**config.mk**
```make
export PLATFORM = sky130hd
export DESIGN_NAME = stopwatch_core
export DESIGN_NICKNAME = d
export VERILOG_FILES = /design/src/rtl/stopwatch_core.sv
export SDC_FILE = /design/constraint.sdc
export NUM_CORES = 1
export LEC_CHECK = 0
export BUFFER_PORTS_ARGS = -buffer_cell sky130_fd_sc_hd__buf_2
export CAP_MARGIN = 40
export CORE_MARGIN = 10
export CORE_UTILIZATION = 26
export DETAILED_ROUTE_END_ITERATION = 8
export HOLD_SLACK_MARGIN = 0.15
export MAX_ROUTING_LAYER = met4
export PLACE_DENSITY = 0.48
export SYNTH_ARGS = -nofsm -noshare
export SYNTH_HDL_FRONTEND = slang
export SYNTH_SLANG_ARGS = --single-unit
```
**constraint.sdc**
```tcl
create_clock -name clk -period 2.65 [get_ports clk]
set_input_delay 0.3975 -clock clk [delete_from_list [all_inputs] [get_ports clk]]
set_output_delay 0.3975 -clock clk [all_outputs]
set_load 0.01 [all_outputs]
```
**src/rtl/stopwatch_core.sv**
```systemverilog
// stopwatch_core: count-up mm:ss stopwatch engine driven by a sampled 1 kHz tick.
// Button levels and clk1k are edge-detected locally; outputs are registered.
// Optional lap-hold display is built only when STOPWATCH_LAP_EN is defined.
module stopwatch_core #(
  parameter int MS_PER_SEC = 1000,
  parameter int MAX_MIN    = 59
) (
  input  logic       clk,
  input  logic       rst,
  input  logic       en,
  input  logic       clk1k,
  input  logic       start,
  input  logic       stop,
  input  logic       clear,
  input  logic       lap,
  output logic [5:0] minutes,
  output logic [5:0] seconds,
  output logic       running,
  output logic       blink,
  output logic       overflow
);

  localparam int              MS_W     = (MS_PER_SEC > 1) ? $clog2(MS_PER_SEC) : 1;
  localparam logic [MS_W-1:0] MS_LAST  = MS_W'(MS_PER_SEC - 1);
  localparam logic [5:0]      MIN_LAST = 6'(MAX_MIN);
  localparam logic [5:0]      SEC_LAST = 6'd59;

`ifdef STOPWATCH_LAP_EN
  typedef enum logic [2:0] {IDLE, RUN, LAP, PAUSED, DONE} state_t;
`else
  typedef enum logic [2:0] {IDLE, RUN, PAUSED, DONE} state_t;
`endif

  state_t          state_q, state_d;
  logic [MS_W-1:0] ms_q, ms_d;
  logic [5:0]      sec_q, sec_d;
  logic [5:0]      min_q, min_d;
  logic            ovf_q, ovf_d;

  // Previous-cycle copies of the sampled levels for rising-edge detection
  logic start_prev_q, stop_prev_q, clear_prev_q, clk1k_prev_q;

  // Registered display outputs
  logic [5:0] minutes_q, seconds_q;
  logic       running_q, blink_q, overflow_q;

  logic ev_start, ev_stop, ev_clear, ev_lap, ev_tick;
  logic counting;
  logic saturate;
  logic [5:0] disp_min, disp_sec;

  assign ev_start = start & ~start_prev_q;
  assign ev_stop  = stop  & ~stop_prev_q;
  assign ev_clear = clear & ~clear_prev_q;
  assign ev_tick  = clk1k & ~clk1k_prev_q;

`ifdef STOPWATCH_LAP_EN
  logic       lap_prev_q;
  logic [5:0] lap_min_q, lap_min_d;
  logic [5:0] lap_sec_q, lap_sec_d;

  assign ev_lap   = lap & ~lap_prev_q;
  assign counting = (state_q == RUN) || (state_q == LAP);
  assign disp_min = (state_q == LAP) ? lap_min_q : min_q;
  assign disp_sec = (state_q == LAP) ? lap_sec_q : sec_q;

  // Lap edge register and frozen lap value
  always_ff @(posedge clk or posedge rst) begin
    if (rst) begin
      lap_prev_q <= 1'b0;
      lap_min_q  <= '0;
      lap_sec_q  <= '0;
    end else begin
      lap_prev_q <= lap;
      if (en) begin
        lap_min_q <= lap_min_d;
        lap_sec_q <= lap_sec_d;
      end
    end
  end
`else
  // The lap button is not wired to anything in this build
  logic lap_unused;
  assign lap_unused = lap;
  assign ev_lap     = 1'b0;
  assign counting   = (state_q == RUN);
  assign disp_min   = min_q;
  assign disp_sec   = sec_q;
`endif

  // Edge registers track their inputs regardless of en, so levels that rise
  // while disabled never produce a late event
  always_ff @(posedge clk or posedge rst) begin
    if (rst) begin
      start_prev_q <= 1'b0;
      stop_prev_q  <= 1'b0;
      clear_prev_q <= 1'b0;
      clk1k_prev_q <= 1'b0;
    end else begin
      start_prev_q <= start;
      stop_prev_q  <= stop;
      clear_prev_q <= clear;
      clk1k_prev_q <= clk1k;
    end
  end

  // State and counter registers, frozen while en is low
  always_ff @(posedge clk or posedge rst) begin
    if (rst) begin
      state_q <= IDLE;
      ms_q    <= '0;
      sec_q   <= '0;
      min_q   <= '0;
      ovf_q   <= 1'b0;
    end else if (en) begin
      state_q <= state_d;
      ms_q    <= ms_d;
      sec_q   <= sec_d;
      min_q   <= min_d;
      ovf_q   <= ovf_d;
    end
  end

  // Next-state and counter logic: clear beats everything, then stop > start > lap
  always_comb begin
    state_d  = state_q;
    ms_d     = ms_q;
    sec_d    = sec_q;
    min_d    = min_q;
    ovf_d    = ovf_q;
    saturate = 1'b0;
`ifdef STOPWATCH_LAP_EN
    lap_min_d = lap_min_q;
    lap_sec_d = lap_sec_q;
`endif
    if (ev_clear) begin
      state_d = IDLE;
      ms_d    = '0;
      sec_d   = '0;
      min_d   = '0;
      ovf_d   = 1'b0;
`ifdef STOPWATCH_LAP_EN
      lap_min_d = '0;
      lap_sec_d = '0;
`endif
    end else begin
      if (counting && ev_tick) begin
        if (ms_q == MS_LAST) begin
          ms_d = '0;
          if (sec_q == SEC_LAST) begin
            if (min_q == MIN_LAST) begin
              // Hold at the top value instead of wrapping
              saturate = 1'b1;
              ovf_d    = 1'b1;
            end else begin
              sec_d = '0;
              min_d = min_q + 6'd1;
            end
          end else begin
            sec_d = sec_q + 6'd1;
          end
        end else begin
          ms_d = ms_q + 1'b1;
        end
      end

      case (state_q)
        IDLE: begin
          if (ev_start) state_d = RUN;
        end
        RUN: begin
          if (ev_stop) begin
            state_d = PAUSED;
          end else if (!ev_start && ev_lap) begin
`ifdef STOPWATCH_LAP_EN
            state_d   = LAP;
            lap_min_d = min_q;
            lap_sec_d = sec_q;
`endif
          end
        end
`ifdef STOPWATCH_LAP_EN
        LAP: begin
          if (ev_stop) begin
            state_d = PAUSED;
          end else if (ev_start) begin
            state_d = RUN;
          end else if (ev_lap) begin
            lap_min_d = min_q;
            lap_sec_d = sec_q;
          end
        end
`endif
        PAUSED: begin
          if (ev_start) state_d = RUN;
        end
        DONE: begin
          state_d = DONE;
        end
        default: state_d = IDLE;
      endcase

      // Saturation overrides any concurrent stop/lap decision
      if (saturate) state_d = DONE;
    end
  end

  // Output register stage, one clk behind the counters
  always_ff @(posedge clk or posedge rst) begin
    if (rst) begin
      minutes_q  <= '0;
      seconds_q  <= '0;
      running_q  <= 1'b0;
      blink_q    <= 1'b0;
      overflow_q <= 1'b0;
    end else if (en) begin
      minutes_q  <= disp_min;
      seconds_q  <= disp_sec;
`ifdef STOPWATCH_LAP_EN
      running_q  <= (state_q == RUN) || (state_q == LAP);
`else
      running_q  <= (state_q == RUN);
`endif
      blink_q    <= (state_q == PAUSED) || (state_q == DONE);
      overflow_q <= ovf_q;
    end
  end

  assign minutes  = minutes_q;
  assign seconds  = seconds_q;
  assign running  = running_q;
  assign blink    = blink_q;
  assign overflow = overflow_q;

endmodule
```
Word-level counts from Yosys, hierarchy flattened:

Cells that the tools add are included.
W data, S select, Z words.

* input bits: 8
* register bits: 45
* word-level logic and storage cells: 76
* output and inout bits: 15

* eq/ne operators: 10
* reductions and logical operators: 13
* multiplexer cells: 28
* bitwise logic cells: 8
* add/sub/neg operators: 3

Operators with widths (count)
* $mux W6: 10
* $mux W10: 3
* $add A6 B1 Y6 const B: 2
* $eq A6 B6 Y1 const B: 2
* $mux W3: 4
* $add A10 B1 Y10 const B: 1
* $eq A10 B10 Y1 const B: 1
* $mux W1: 10
* $reduce_and A5 Y1: 2
* $pmux W3 S3: 1
* $reduce_bool A2 Y1: 4
* $eq A3 B2 Y1 const B: 2
* $and A1 B1 Y1: 4
* $ne A4 B1 Y1 const B: 1
* $ne A4 B3 Y1 const B: 1
* $not A1 Y1: 4
* $reduce_and A4 Y1: 1
* $eq A3 B1 Y1 const B: 1
* $logic_not A3 Y1: 1
* $ne A3 B3 Y1 const B: 1
* $reduce_and A3 Y1: 1
* $ne A2 B2 Y1 const B: 1
* $reduce_and A2 Y1: 1
* $reduce_or A2 Y1: 1
* 2 further kinds: 2

Longest topological paths before layout:

* word-level depth: 8
* depth in mapped cells: 7
* mapped depth without buffers: 6

Worst setup path after synthesis:

OpenSTA, ideal clock, no wires.

* kind: register -> register
* start: reg ms_q[0]
* end: reg min_q[2] (netlist: disp_min[2])
* setup slack: 766 ps
* library setup time: 125 ps
* period minus slack after synthesis: 1884 ps
* stages on the path, launching flop included: 8
* path buffers: 1
* arrival: 1759 ps
* required time: 2525 ps
* path through: dfrtp_1 > ha_1 > nand4b_4 > nor4b_4 > o22a_1 > buf_6 > nand3_4 > mux2_4

* longest elaborated chain between the ends: 3

Ends and longest elaborated chain
* from (decl): RTL line 35 `logic [MS_W-1:0] ms_q, ms_d;`
* from (signal assigned): RTL line 117 `ms_q <= ms_d;`
* $eq A10 B10 Y1: RTL line 148 `if (ms_q == MS_LAST) begin`
* $reduce_bool A2 Y1 (no source line)
* $reduce_and A5 Y1 (no source line)
* to (signal assigned): RTL line 119 `min_q <= min_d;`
* to (decl): RTL line 37 `logic [5:0] min_q, min_d;`

No other way between the ends.
A chain may end at the register's enable or synchronous reset.

Worst setup path in the final report:

* start: reg ms_q[0]
* end: reg min_q[5] (netlist: disp_min[5])

Same word-level chain as after synthesis.

==> flow_summary_export.csv <==
group,metric,value,unit
timing,drv_slew,0,
synthesis,yosys.area.top_type,"dfrtp_1",
critical_path,reg2reg_depth,6,
floorplanning,fp.dieW,110,um
floorplanning,rows,32,
synthesis,yosysMostFrequentCell,"dfrtp_1",
route,wl,4400,um
critical_path,crit_required,2.87,ns
timing,worst_pin_slew,0.551,ns
critical_path,critPathCaptureType,"register",
timing,rsz0062_at_grt,"no",
pwr,p_sw,0.000341,W
outcome,outcome,"completed",
route,vias_per_cell,4.68,
critical_path,crit_fanout,14,
finish,nets,231,
timing,period_needed,2.11,ns
synthesis,synth-edff-count,0,
timing,finClkSkew,0.00780,ns
cts,clk_path_buf_depth,2,
cts,cts_resized,0,
pwr,leakagePower,1.15,nW
cts,cts_setup_buffers,0,
critical_path,critPathKind,"register to register",
cts,clk_pin_slew,0.08,ns
flow_run,drv_cap,0,
critical_path,critPathMaxStageDelay,0.43,ns
route,via_count,1506,
grt,overflow,0,
synthesis,yosysWarnings,0,
synthesis,seq_area_frac_synth,52.1,%
timing,slew-limit-headroom,63.1,%
cts,hold_buffers,1,
timing,hold_viol,0,
synthesis,ys_top_cells_by_count,"44 x dfrtp_1, 16 x nand2_1, 15 x mux2_2",
timing,fmax,473,MHz
finish,fillers,835,
critical_path,critical_path_depth,6,
synthesis,synth_ff_type,"dfrtp_1",
pwr,power.share.clock,29.8,%
finish,syn_to_final_growth,15.4,%
grt,track_usage,8.08,%
pwr,p_comb_share,12.2,%
hold_path,hold_path_depth,1,
critical_path,crit_buf_inv,0,
floorplanning,initial_core_util,27.1,%
cts,cts.sinks,44,
cts,numCtsBuffers,5,
critical_path,worstPathArrival,2.33,ns
synthesis,syn-mean-instance-area,10.9,sq um
route,dr.pass1.iters,4,
critical_path,critical_path.top_delay_family,"simple AND/OR/NAND/NOR gates",
cts,clock_latency,0.29,ns
finish,fin_util,31.2,%
floorplanning,die_area,0.0121,sq mm
grt,grt_pass1_wl,7490,um
finish,n_antenna_cell,0,
synthesis,synthCells,193,
synthesis,async_flop_share,100,%
synthesis,synth_area_leaders,"dfrtp_1 52%, mux2_2 8.0%, o21ai_0 3.3%",
pwr,sw_frac_of_total,25.9,%
pwr,worst_ir_drop_vdd,176,uV
synthesis,synth_cell_types,41,
route,drtIter0Drc,67,
placed_design,port_buffers,21,
synthesis,synth_nets,204,
floorplanning,core-area,0.00781,sq mm
timing,setup_violations,0,
synthesis,synth-seq-cells,44,
finish,drive_above_1_share,25.0,%
grt,grt_antenna_before_repair,0,
synthesis,yosysTopAreaCellShare,52.1,%
pwr,p_seq_share,58.0,%
critical_path,crit_slowest_cell,"nor4b_4",
timing,tns,0,ns
route,post_drt_wl_per_cell,13.6,um
grt,grt_pass1_vias,1487,
placed_design,dp_hpwl,3230,um
critical_path,start_kind,"register",
pwr,intPower,0.000975,W
grt,grt_max_degree,24,
route,remaining_drc_errors,0,
hold_path,hold_class,"input port to register",
pwr,pwr_density_cell,540,mW/mm^2
floorplanning,io_pins,23,
cts,cts_tree,"built",
synthesis,netlist_area,0.00211,sq mm
cts,root_buffer,"clkbuf_8",
placed_design,gp_congestion,0.764,
cts,htree_levels,2,
timing,finalCritPeriodShare,79.7,%
floorplanning,die_y,110,um
critical_path,path_cells,"ha_1, nand4b_4, nor4b_4, o22ai_2, or3_1, a21oi_1",
route,final_antenna_net_count,0,
==> layout by cell type, fill, tap and decap left out, drive strengths merged, types with 7 or more instances in the layout <==
cell type,synthesis,routed
nor3,8,8
mux2,16,16
nand3,7,7
nand2,16,16
o21ai,14,14
nor2,14,14
buf,5,27
dfrtp,44,44
==> per-stage QoR <==
| step | cell area, sq um | instances | power (W) | hold slack, ns | worst slack (ns) |
|---|---|---|---|---|---|
| after detailed placement | 2350 | 314 | 0.000941 | 0.453 | 0.542 |
| after global routing | 2440 | 322 | 0.00140 | 0.195 | 0.325 |
| final | 2440 | 322 | 0.00132 | 0.214 | 0.537 |
| after CTS | 2440 | 322 | 0.00135 | 0.202 | 0.514 |
| after floorplan | 2110 | 193 | 0.000876 | 0.429 | 0.766 |
| after global placement | 2350 | 314 | 0.000937 | 0.460 | 0.561 |
==> layout make-up <==
cell class / instances / area, sq um / area share (%)
timing repair buffer: 28 / 160 / 6.57
multi-input combinational: 137 / 956 / 39.2
clock inverter: 1 / 5.00 / 0.205
tap: 102 / 128 / 5.24
clock buffer: 6 / 72.6 / 2.98
inverter: 4 / 15.0 / 0.616
sequential: 44 / 1100 / 45.2
==> per-layer routing <==
layer | track usage [%] | wire length (um)
met4 | 4.04 | 94
met1 | 9.77 | 2080
met5 | - | 0
met2 | 12.1 | 2020
met3 | 2.32 | 204
==> state kept, by name, summed over array words and instances (netlist names) <==
register,flops
state_q,2
minutes,6
ms_q,10
running,1
seconds,6
overflow,1
disp_sec,6
ovf_q,1
start_prev_q,1
clear_prev_q,1
disp_min,6
clk1k_prev_q,1
blink,1
stop_prev_q,1
==> kinds of logic after synthesis <==
| group | synth area share, % |
|---|---|
| AO/OA/AOI/OAI | 11.3 |
| XOR/XNOR | 2.90 |
| adder cells (fa/ha/maj) | 1.78 |
| buffers and inverters | 2.61 |
| flip-flops | 52.1 |
| multiplexers | 8.71 |
| AND/OR/NAND/NOR | 20.6 |
==> power by group through the flow <==
stage | Clock [W] | Sequential (W) | Combinational (W)
6_report | 0.000392 | 0.000764 | 0.000160
4_1_cts | 0.000417 | 0.000764 | 0.000167
3_3_place_gp | 0 | 0.000777 | 0.000160
5_1_grt | 0.000450 | 0.000773 | 0.000182
3_5_place_dp | 0 | 0.000778 | 0.000163
2_1_floorplan | 0 | 0.000778 | 0.0000979
==> worst register-to-register path, stage by stage, from the launching register on <==
cell,delay [ns]
dfrtp_1,0.38
ha_1,0.25
nand4b_4,0.13
nor4b_4,0.43
o22ai_2,0.31
or3_1,0.41
a21oi_1,0.14
==> path summary, 6_finish.rpt <==
check                                start            to  slack [ns]
worst min register to register  minutes[2]    minutes[2]        0.50
min in group asynchronous              rst       ms_q[5]        0.67
worst max-delay path               ms_q[0]   disp_min[5]        0.54
worst min-delay path                 start  start_prev_q        0.21
worst max register to register     ms_q[0]   disp_min[5]        0.54
max in group asynchronous              rst    seconds[0]        1.31
Note: power is estimated with default switching activity, not from simulation.
